**src/rtl/dram_pattern_tester.sv**
```systemverilog
// SDRAM pattern tester: writes a selectable pattern over an address window, reads it back,
// compares every word, and reports errors, first failing address, passes and timeouts.
module dram_pattern_tester #(
    parameter int unsigned                DATA_WIDTH = 16,
    parameter int unsigned                ADDR_WIDTH = 24,
    parameter logic [ADDR_WIDTH-1:0]      ADDR_LAST  = 24'hFFFFFF,
    parameter int unsigned                ERR_WIDTH  = 16,
    parameter int unsigned                LED_WIDTH  = 8,
    parameter int unsigned                TIMEOUT    = 1023,
    parameter logic [DATA_WIDTH-1:0]      LFSR_SEED  = 16'hACE1,
    parameter logic [DATA_WIDTH-1:0]      LFSR_TAPS  = 16'hB400
) (
    input  logic                  clk,
    input  logic                  rst_n,
    input  logic [3:0]            mode_i,
    input  logic                  busy_i,
    input  logic                  rd_ready_i,
    input  logic [DATA_WIDTH-1:0] rd_data_i,
    output logic                  rd_enable_o,
    output logic                  wr_enable_o,
    output logic [DATA_WIDTH-1:0] wr_data_o,
    output logic [ADDR_WIDTH-1:0] addr_o,
    output logic [ERR_WIDTH-1:0]  err_count_o,
    output logic [ADDR_WIDTH-1:0] first_err_addr_o,
    output logic [7:0]            pass_count_o,
    output logic                  done_o,
    output logic [LED_WIDTH-1:0]  leds_o
);

    typedef enum logic [2:0] {
        S_IDLE, S_WR_REQ, S_WR_WAIT, S_RD_REQ, S_RD_WAIT, S_CHECK, S_PASS_END, S_DONE
    } state_t;

    localparam int unsigned TW = $clog2(TIMEOUT + 1);
    localparam int unsigned MW = ADDR_WIDTH + 32;

    state_t                  state_q, state_d;
    logic [ADDR_WIDTH-1:0]   addr_q, addr_d;
    logic [ADDR_WIDTH-1:0]   first_err_q, first_err_d;
    logic [DATA_WIDTH-1:0]   lfsr_q, lfsr_d;
    logic [DATA_WIDTH-1:0]   rd_data_q, rd_data_d;
    logic [ERR_WIDTH-1:0]    err_q, err_d;
    logic [7:0]              pass_q, pass_d;
    logic [3:0]              mode_q, mode_d;
    logic [TW-1:0]           tmo_q, tmo_d;
    logic                    tmo_flag_q, tmo_flag_d;
    logic                    err_seen_q, err_seen_d;
    logic                    pass_done_q, pass_done_d;
    logic [LED_WIDTH-1:0]    leds_q, leds_d;

    logic [DATA_WIDTH-1:0]            pattern, lfsr_next;
    logic [ADDR_WIDTH+DATA_WIDTH-1:0] addr_ext;
    logic [MW-1:0]                    walk_idx;
    logic                             addr_last, in_hs, tmo_hit, mismatch;

    // Expected word for the current address; shared by the write and the compare paths.
    always_comb begin
        addr_ext  = {{DATA_WIDTH{1'b0}}, addr_q};
        walk_idx  = MW'(addr_q) % MW'(DATA_WIDTH);
        lfsr_next = (lfsr_q >> 1) ^ (lfsr_q[0] ? LFSR_TAPS : '0);
        case (mode_q[1:0])
            2'd0:    pattern = addr_ext[DATA_WIDTH-1:0];
            2'd1:    pattern = DATA_WIDTH'(1) << walk_idx;
            2'd2:    pattern = {(DATA_WIDTH/2){2'b10}} ^ {DATA_WIDTH{addr_q[0]}};
            default: pattern = lfsr_q;
        endcase
        addr_last = (addr_q == ADDR_LAST);
        mismatch  = (rd_data_q != pattern);
        in_hs     = (state_q == S_WR_REQ) || (state_q == S_WR_WAIT) ||
                    (state_q == S_RD_REQ) || (state_q == S_RD_WAIT);
        tmo_hit   = in_hs && (tmo_q == TW'(TIMEOUT - 1));
    end

    always_comb begin
        state_d     = state_q;
        addr_d      = addr_q;
        first_err_d = first_err_q;
        lfsr_d      = lfsr_q;
        rd_data_d   = rd_data_q;
        err_d       = err_q;
        pass_d      = pass_q;
        mode_d      = mode_q;
        tmo_d       = in_hs ? tmo_q + TW'(1) : tmo_q;
        tmo_flag_d  = tmo_flag_q;
        err_seen_d  = err_seen_q;
        pass_done_d = pass_done_q;

        case (state_q)
            S_IDLE: begin
                mode_d  = mode_i;
                addr_d  = '0;
                lfsr_d  = LFSR_SEED;
                state_d = S_WR_REQ;
            end
            S_WR_REQ:  if (busy_i) state_d = S_WR_WAIT;
            S_WR_WAIT: begin
                if (!busy_i) begin
                    if (addr_last) begin
                        state_d = S_RD_REQ;
                        addr_d  = '0;
                        lfsr_d  = LFSR_SEED;
                    end else begin
                        state_d = S_WR_REQ;
                        addr_d  = addr_q + ADDR_WIDTH'(1);
                        lfsr_d  = lfsr_next;
                    end
                end
            end
            S_RD_REQ:  if (busy_i) state_d = S_RD_WAIT;
            S_RD_WAIT: begin
                if (rd_ready_i) begin
                    rd_data_d = rd_data_i;
                    state_d   = S_CHECK;
                end
            end
            S_CHECK: begin
                lfsr_d = lfsr_next;
                if (mismatch) begin
                    err_d = (&err_q) ? err_q : err_q + ERR_WIDTH'(1);
                    if (!err_seen_q) begin
                        first_err_d = addr_q;
                        err_seen_d  = 1'b1;
                    end
                end
                if (mismatch && mode_q[3]) begin
                    state_d = S_DONE;
                end else if (addr_last) begin
                    state_d = S_PASS_END;
                end else begin
                    state_d = S_RD_REQ;
                    addr_d  = addr_q + ADDR_WIDTH'(1);
                end
            end
            S_PASS_END: begin
                pass_d      = pass_q + 8'd1;
                pass_done_d = 1'b1;
                state_d     = mode_q[2] ? S_IDLE : S_DONE;
            end
            default: state_d = S_DONE;
        endcase

        // A stalled controller overrides whatever handshake progress was computed above.
        if (tmo_hit) begin
            state_d    = S_DONE;
            tmo_flag_d = 1'b1;
        end
        if ((state_d == S_WR_REQ || state_d == S_RD_REQ) && state_d != state_q) tmo_d = '0;

        leds_d    = LED_WIDTH'(err_d) << 4;
        leds_d[0] = (state_d != S_DONE);
        leds_d[1] = pass_done_d && (err_d == '0);
        leds_d[2] = (err_d != '0);
        leds_d[3] = tmo_flag_d;
    end

    always_ff @(posedge clk or negedge rst_n) begin
        if (!rst_n) begin
            state_q     <= S_IDLE;
            addr_q      <= '0;
            first_err_q <= '0;
            lfsr_q      <= LFSR_SEED;
            rd_data_q   <= '0;
            err_q       <= '0;
            pass_q      <= '0;
            mode_q      <= '0;
            tmo_q       <= '0;
            tmo_flag_q  <= 1'b0;
            err_seen_q  <= 1'b0;
            pass_done_q <= 1'b0;
            leds_q      <= '0;
        end else begin
            state_q     <= state_d;
            addr_q      <= addr_d;
            first_err_q <= first_err_d;
            lfsr_q      <= lfsr_d;
            rd_data_q   <= rd_data_d;
            err_q       <= err_d;
            pass_q      <= pass_d;
            mode_q      <= mode_d;
            tmo_q       <= tmo_d;
            tmo_flag_q  <= tmo_flag_d;
            err_seen_q  <= err_seen_d;
            pass_done_q <= pass_done_d;
            leds_q      <= leds_d;
        end
    end

    assign wr_enable_o      = (state_q == S_WR_REQ);
    assign rd_enable_o      = (state_q == S_RD_REQ);
    assign wr_data_o        = wr_enable_o ? pattern : '0;
    assign addr_o           = addr_q;
    assign err_count_o      = err_q;
    assign first_err_addr_o = first_err_q;
    assign pass_count_o     = pass_q;
    assign done_o           = (state_q == S_DONE);
    assign leds_o           = leds_q;

endmodule

```
**config.mk**
```make
export PLATFORM = sky130hd
export DESIGN_NAME = dram_pattern_tester
export DESIGN_NICKNAME = d
export VERILOG_FILES = /design/src/rtl/dram_pattern_tester.sv
export SDC_FILE = /design/constraint.sdc
export NUM_CORES = 1
export LEC_CHECK = 0
export CORE_MARGIN = 2
export CORE_UTILIZATION = 35
export DETAILED_ROUTE_END_ITERATION = 8
export GPL_TIMING_DRIVEN = 0
export SETUP_SLACK_MARGIN = 0.1
export SLEW_MARGIN = 20
export SYNTH_ARGS = -nofsm -noshare
export SYNTH_HDL_FRONTEND = slang
export SYNTH_SLANG_ARGS = --single-unit
export TNS_END_PERCENT = 30
```
**constraint.sdc**
```tcl
create_clock -name clk -period 4.4 [get_ports clk]
set_clock_uncertainty 0.05 [all_clocks]
set_input_delay 0.88 -clock clk [delete_from_list [all_inputs] [get_ports clk]]
set_output_delay 0.88 -clock clk [all_outputs]
set_load 0.02 [all_outputs]
```
==> results.toml, run 1 <==
[route]
detail_route.iter0.violations = 289
firstDrtPassIters = 5
wl_per_cell_um = 17.14
vias_per_cell = 5.166
vias = 5435
ant_nets = 0
post-route-drc-count = 0
wl_mm = 18.04

[hold_path]
worst_hold_path_type = "input port to async pin"

[placed_design]
port_buffers = 122
dpl_cell_area_um2 = 8343
routabilityCongestion = 0.9278
dpl.hpwl_mm = 13.26

[critical_path]
crit_path_start_kind = "flop"
required_ns = 3.47
worstPathArrival_ns = 3.16
endpoint_kind = "output port"
r2r_slack_ns = 0.39
path_class = "flop to output port"
cp_max_fo = 10
reg2regPathDepth = 16

[sta]
fin_crit_sh_pct = 92.97
hold_viol = 0
max_freq_mhz = 244.5
max_slew.worst_pin.slew_ns = 0.8229
rsz0062_at_grt = "no"
drv_slew = 0
setup-violations-final = 0
whs_ns = 0.2971
slew_headroom_pct = 44.89
period_needed_ns = 4.091

[power_and_ir_drop]
p_per_area_nw_per_um2 = 611.7
ir_drop_v = 0.0003494
totalPowerFinal_w = 0.005514
leakagePower_nw = 3.756

[cts]
htreeDepth = 4
clk_path_buf_depth = 2
cts.root.buffer_cell = "clkbuf_16"
cts_tree = "done"
ctsHoldBuffers = 0
worstSkewPairLatency_ns = 0.42
path_clk_slew_ns = 0.06
numCtsBuffers = 17
cts_sinks = 127

[synth]
synthFlopType = "dfrtp_1"
ys_warn_count = 0
synth_top_cells_by_area = "dfrtp_1 44%, mux2_2 8.2%, xnor2_1 5.8%"
syn-num-nets = 667
yosysTopAreaCell = "dfrtp_1"
synth_edf_count = 0
avgSynthCellArea_um2 = 10.68
ys_seq_area_share_pct = 47.17
synth_cell_types = 58
syn-cell-area_um2 = 6759
synth-seq-cells = 127
synth_top_area_share_pct = 44.06
synth_common_cells = "119 x dfrtp_1, 64 x nor2_1, 49 x mux2_2, 45 x xnor2_1, 43 x nand2_1"
async_flop_share_pct = 100.0
syn-instance-count = 633
synth_most_common_cell = "dfrtp_1"

[cells_and_area]
area_growth_syn_to_layout_pct = 33.36
multi_input_area_um2 = 3344
layout.nets = 813
stdcell_area_um2 = 9014
seq_area_um2 = 3188
drive_above_1_share_pct = 16.41
utilization_pct = 47.87
fill_cells = 1711
n_antenna_cell = 0

[global_route]
grt_max_degree = 81
grt_pass1_vias = 5512
grt_pass1_wl_mm = 29.43
antenna_found_initial = 0
overflow = 0
grt_use_total_pct = 18.77

[die]
rows = 50
core-area_um2 = 18830
ios = 123
initial_core_util_pct = 35.89
die_w_um = 143.0
dieHeight_um = 143.0
dieArea_um2 = 20440

[job]
cap_violations = 0

[run_status]
run_status = "complete, no violations"
==> stage by stage <==
step	cells	setup TNS (ns)	setup WS, ns
floorplan	633	0	0.7828
CTS	1050	0	0.1601
finish	1052	0	0.3094
global placement	1015	-312.18	-2.569
detailed placement	1016	0	0.09107
global route	1052	0	0.1127
==> worst max-delay path: stages, from the launching register on <==
cell and delay (ns):
dfrtp_1 0.40, buf_2 0.22, clkbuf_1 0.37, inv_1 0.09
ha_1 0.24, and2_0 0.15, mux4_2 0.49, nor2b_1 0.18
clkdlybuf4s50_1 0.57
==> final timing paths <==
kind                                            start                       end
worst max-delay path            addr_o[2]$_DFFE_PN0P_             wr_data_o[11]
worst min-delay path                            rst_n  err_count_o[5]$_DFF_PN0_
worst max register to register  addr_o[2]$_DFFE_PN0P_      tmo_q[1]$_DFFE_PN0P_
worst min register to register  pass_done_q$_DFF_PN0_     pass_done_q$_DFF_PN0_
max in group asynchronous                       rst_n     lfsr_q[7]$_DFFE_PN1P_
min in group clk                pass_done_q$_DFF_PN0_     pass_done_q$_DFF_PN0_
==> cell type report <==
class	instances	area share, %
multi-input cells	453	37.10
flip-flops and latches	127	35.37
repair buffers	127	14.24
clock buffers	27	5.913
well taps	260	3.609
plain buffers	36	1.943
clock inverters	5	1.110
inverters	17	0.7079
==> report_power, final <==
group / total [W] / internal, W / switching (W)
sequential: 0.00171 / 0.00145 / 0.000256
clock: 0.00150 / 0.000995 / 0.000504
combinational: 0.00231 / 0.00104 / 0.00126
total: 0.00551 / 0.00349 / 0.00202
==> cells by family (layout without fill, tap and decap cells) <==
group,after synthesis,in the layout,share of synthesized area [%]
muxes,63,63,12.11
adders and majority gates,10,10,1.851
AOI/OAI and AO/OA,70,70,7.331
and+or+nand+nor,245,245,19.59
DFF,127,127,47.17
xor gates and xnor gates,65,65,8.423
buffers and inverters,53,212,3.536
==> per-layer routing <==
metal / part of all wire (%) / routed length [um] / track usage (%) / vias up
li1: - / - / - / 2527
met1: 45 / 8064 / 24.71 / 2712
met2: 48 / 8638 / 30.12 / 164
met3: 5.3 / 954 / 4.393 / 32
met4: 2.1 / 379 / 7.087 / 0
met5: 0 / 0 / 0 / -
==> repair_timing <==
item,in CTS,in global routing
resized for setup,1,1
pin swaps,1,1
endpoints found under the setup margin,11,36
setup buffers,2,2
==> placed cells by master (no fill, tap or decap), types with 8 or more instances in the layout <==
cell / count
xnor2_1: 45
nand2_1: 43
nor2b_1: 18
nor3_1: 15
mux2_2: 49
clkbuf_16: 17
clkdlybuf4s50_1: 121
mux4_2: 10
nand4_1: 12
a31oi_1: 9
inv_1: 17
and3_1: 18
buf_4: 9
nor2_1: 63
dfstp_2: 8
o21ai_0: 11
buf_2: 11
xor2_1: 20
dfrtp_1: 119
ha_1: 10
clkbuf_1: 21
a21oi_1: 16
nand3_1: 17
==> state kept, by name, summed over array words and instances, names as in the netlist, 7 cells and up <==
name	flops
lfsr_q	16
err_count_o	13
addr_o	24
pass_count_o	8
first_err_addr_o	24
rd_data_q	16
leds_o	7
tmo_q	10
Note: power is estimated with default switching activity, not from simulation.
==> run 2, diff against run 1 <==
- CORE_MARGIN: 2 -> unset
- CTS_BUF_LIST: unset -> sky130_fd_sc_hd__clkbuf_4
==> run 2 against run 1 <==
Effect of this change: design area down 3.8%; sequential share of layout area up 1.4 points; non-clock buffer count up 1; flip-flop and latch count unchanged.
==> results.toml, run 2 (synthesis gave the netlist of run 1 again) <==
[job]
cap_violations = 0

[cells_and_area]
area_growth_syn_to_layout_pct = 28.29
mostFrequentLayoutCells = "121 x clkdlybuf4s50_1, 119 x dfrtp_1, 64 x nor2_1"
final_common_cell = "clkdlybuf4s50_1"
layout.nets = 814
n_antenna_cell = 0
drive_above_1_share_pct = 16.52
utilization_pct = 46.05

[sta]
hold_viol = 0
whs_ns = 0.1689
drv_slew = 0
period_needed_ns = 4.150
setup-violations-final = 0
slew_headroom_pct = 40.42
rsz0062_at_grt = "no"
fin_crit_sh_pct = 94.31
max_slew.worst_pin.slew_ns = 0.8869
max_freq_mhz = 241.0

[global_route]
grt_use_total_pct = 18.64
grt_pass1_vias = 5409
grt_max_degree = 86
overflow = 0
antenna_found_initial = 0
grt_pass1_wl_mm = 28.75

[cts]
clk_path_buf_depth = 2
worstSkewPairLatency_ns = 0.52
cts_tree = "done"
cts_sinks = 127
htreeDepth = 4
cts.root.buffer_cell = "clkbuf_4"
numCtsBuffers = 17
path_clk_slew_ns = 0.11

[die]
rows = 50
core-area_um2 = 18830
initial_core_util_pct = 35.89
die_w_um = 141.0
dieArea_um2 = 19870
dieHeight_um = 141.0
ios = 123

[critical_path]
endpoint_kind = "output port"
path_class = "flop to output port"
worstPathArrival_ns = 3.22
required_ns = 3.47
cp_slowest_cell = "clkdlybuf4s50_1"
crit_path_start_kind = "flop"
cp_max_fo = 9
cp_slowest_stage_delay_ns = 0.64
path_cells = "inv_1 -> ha_1 -> or4b_1 -> a31oi_1 -> nor2b_1 -> clkdlybuf4s50_1"

[placed_design]
port_buffers = 122
dpl.hpwl_mm = 13.11
routabilityCongestion = 0.9169

[route]
detail_route.iter0.violations = 304
wl_per_cell_um = 16.66
firstDrtPassIters = 7
post-route-drc-count = 0
vias = 5363
ant_nets = 0
vias_per_cell = 5.093
wl_mm = 17.55

[power_and_ir_drop]
leakagePower_nw = 3.602
ir_drop_v = 0.0003088
p_per_area_nw_per_um2 = 557.2

[hold_path]
worst_hold_path_type = "input port to async pin"

[run_status]
run_status = "complete, no violations"
[run 2: cell types whose count changed in the layout (fill, tap and decap cells not counted), moves of 3 or more]
| cell | before | now |
|---|---|---|
| clkbuf_16 | 17 | 0 |
| clkinv_2 | 2 | 5 |
| clkbuf_8 | 7 | 0 |
| clkbuf_1 | 21 | 17 |
| clkbuf_4 | 0 | 18 |
| clkinv_1 | 0 | 3 |
| clkinvlp_4 | 0 | 3 |
[run 2: stage by stage]
| stage | TNS (ns) | worst slack (ns) | cells | area [um2] | total power (W) |
|---|---|---|---|---|---|
| 5_1_grt | 0 | 0.1321 | 1053 | 8671 | 0.005139 |
| 3_3_place_gp | -316.18 | -2.598 | 1015 | 8305 | 0.003920 |
| 6_report | 0 | 0.2503 | 1053 | 8671 | 0.004831 |
| 4_1_cts | 0 | 0.1453 | 1050 | 8647 | 0.004849 |
| 2_1_floorplan | 0 | 0.7828 | 633 | 6759 | 0.003193 |
| 3_5_place_dp | 0 | 0.04803 | 1016 | 8343 | 0.003976 |
[run 2: what timing repair did]
item                                    CTS  global route
pin swaps                                 1             1
endpoints found under the setup margin   11            54
setup buffers                             2             3
gates resized for setup                   1             2
hold buffers                              0             0
[run 2: worst max-delay path, delay by kind of cell, from the launching register on]
kind | cells | cell delay, ns
AOI/OAI and AO/OA | 1 | 0.30
adders and majority gates | 1 | 0.30
and+or+nand+nor | 2 | 0.70
buffers and inverters | 2 | 0.91
DFF | 1 | 0.49
[run 2: worst paths after layout]
| kind | from | end | slack [ns] | cells after the start |
|---|---|---|---|---|
| max | addr_o[0]$_DFFE_PN0P_ | wr_data_o[0] | 0.25 | 6 |
| min | rst_n | leds_o[6]$_DFF_PN0_ | 0.17 | 1 |
| max reg2reg | addr_o[2]$_DFFE_PN0P_ | first_err_addr_o[11]$_DFFE_PN0P_ | 0.42 | 16 |
| min reg2reg | pass_done_q$_DFF_PN0_ | pass_done_q$_DFF_PN0_ | 0.41 | 1 |
| max in group asynchronous | rst_n | lfsr_q[7]$_DFFE_PN1P_ | 3.36 | 2 |
| min in group clk | pass_done_q$_DFF_PN0_ | pass_done_q$_DFF_PN0_ | 0.41 | 1 |
[run 2: layout make-up]
class / count / area, um2
clock buffer: 18 / 135.1
fill: 1765 / 10160
sequential: 127 / 3188
inverter: 17 / 63.81
tap: 260 / 325.3
timing repair buffer: 128 / 1291
multi-input combinational: 453 / 3342
clock inverter: 14 / 148.9
buffer: 36 / 176.4
[run 2: routing by layer]
| metal | share of wire, % | up-vias | global-route usage [%] |
|---|---|---|---|
| li1 | - | 2521 | - |
| met1 | 45 | 2638 | 24.40 |
| met2 | 48 | 179 | 30.90 |
| met3 | 5.1 | 25 | 3.838 |
| met4 | 1.9 | 0 | 5.950 |
| met5 | 0 | - | 0 |
[run 2: power breakdown]
part           switching, W  internal (W)
Clock              0.000432      0.000389
Combinational       0.00126       0.00105
Sequential         0.000259       0.00145
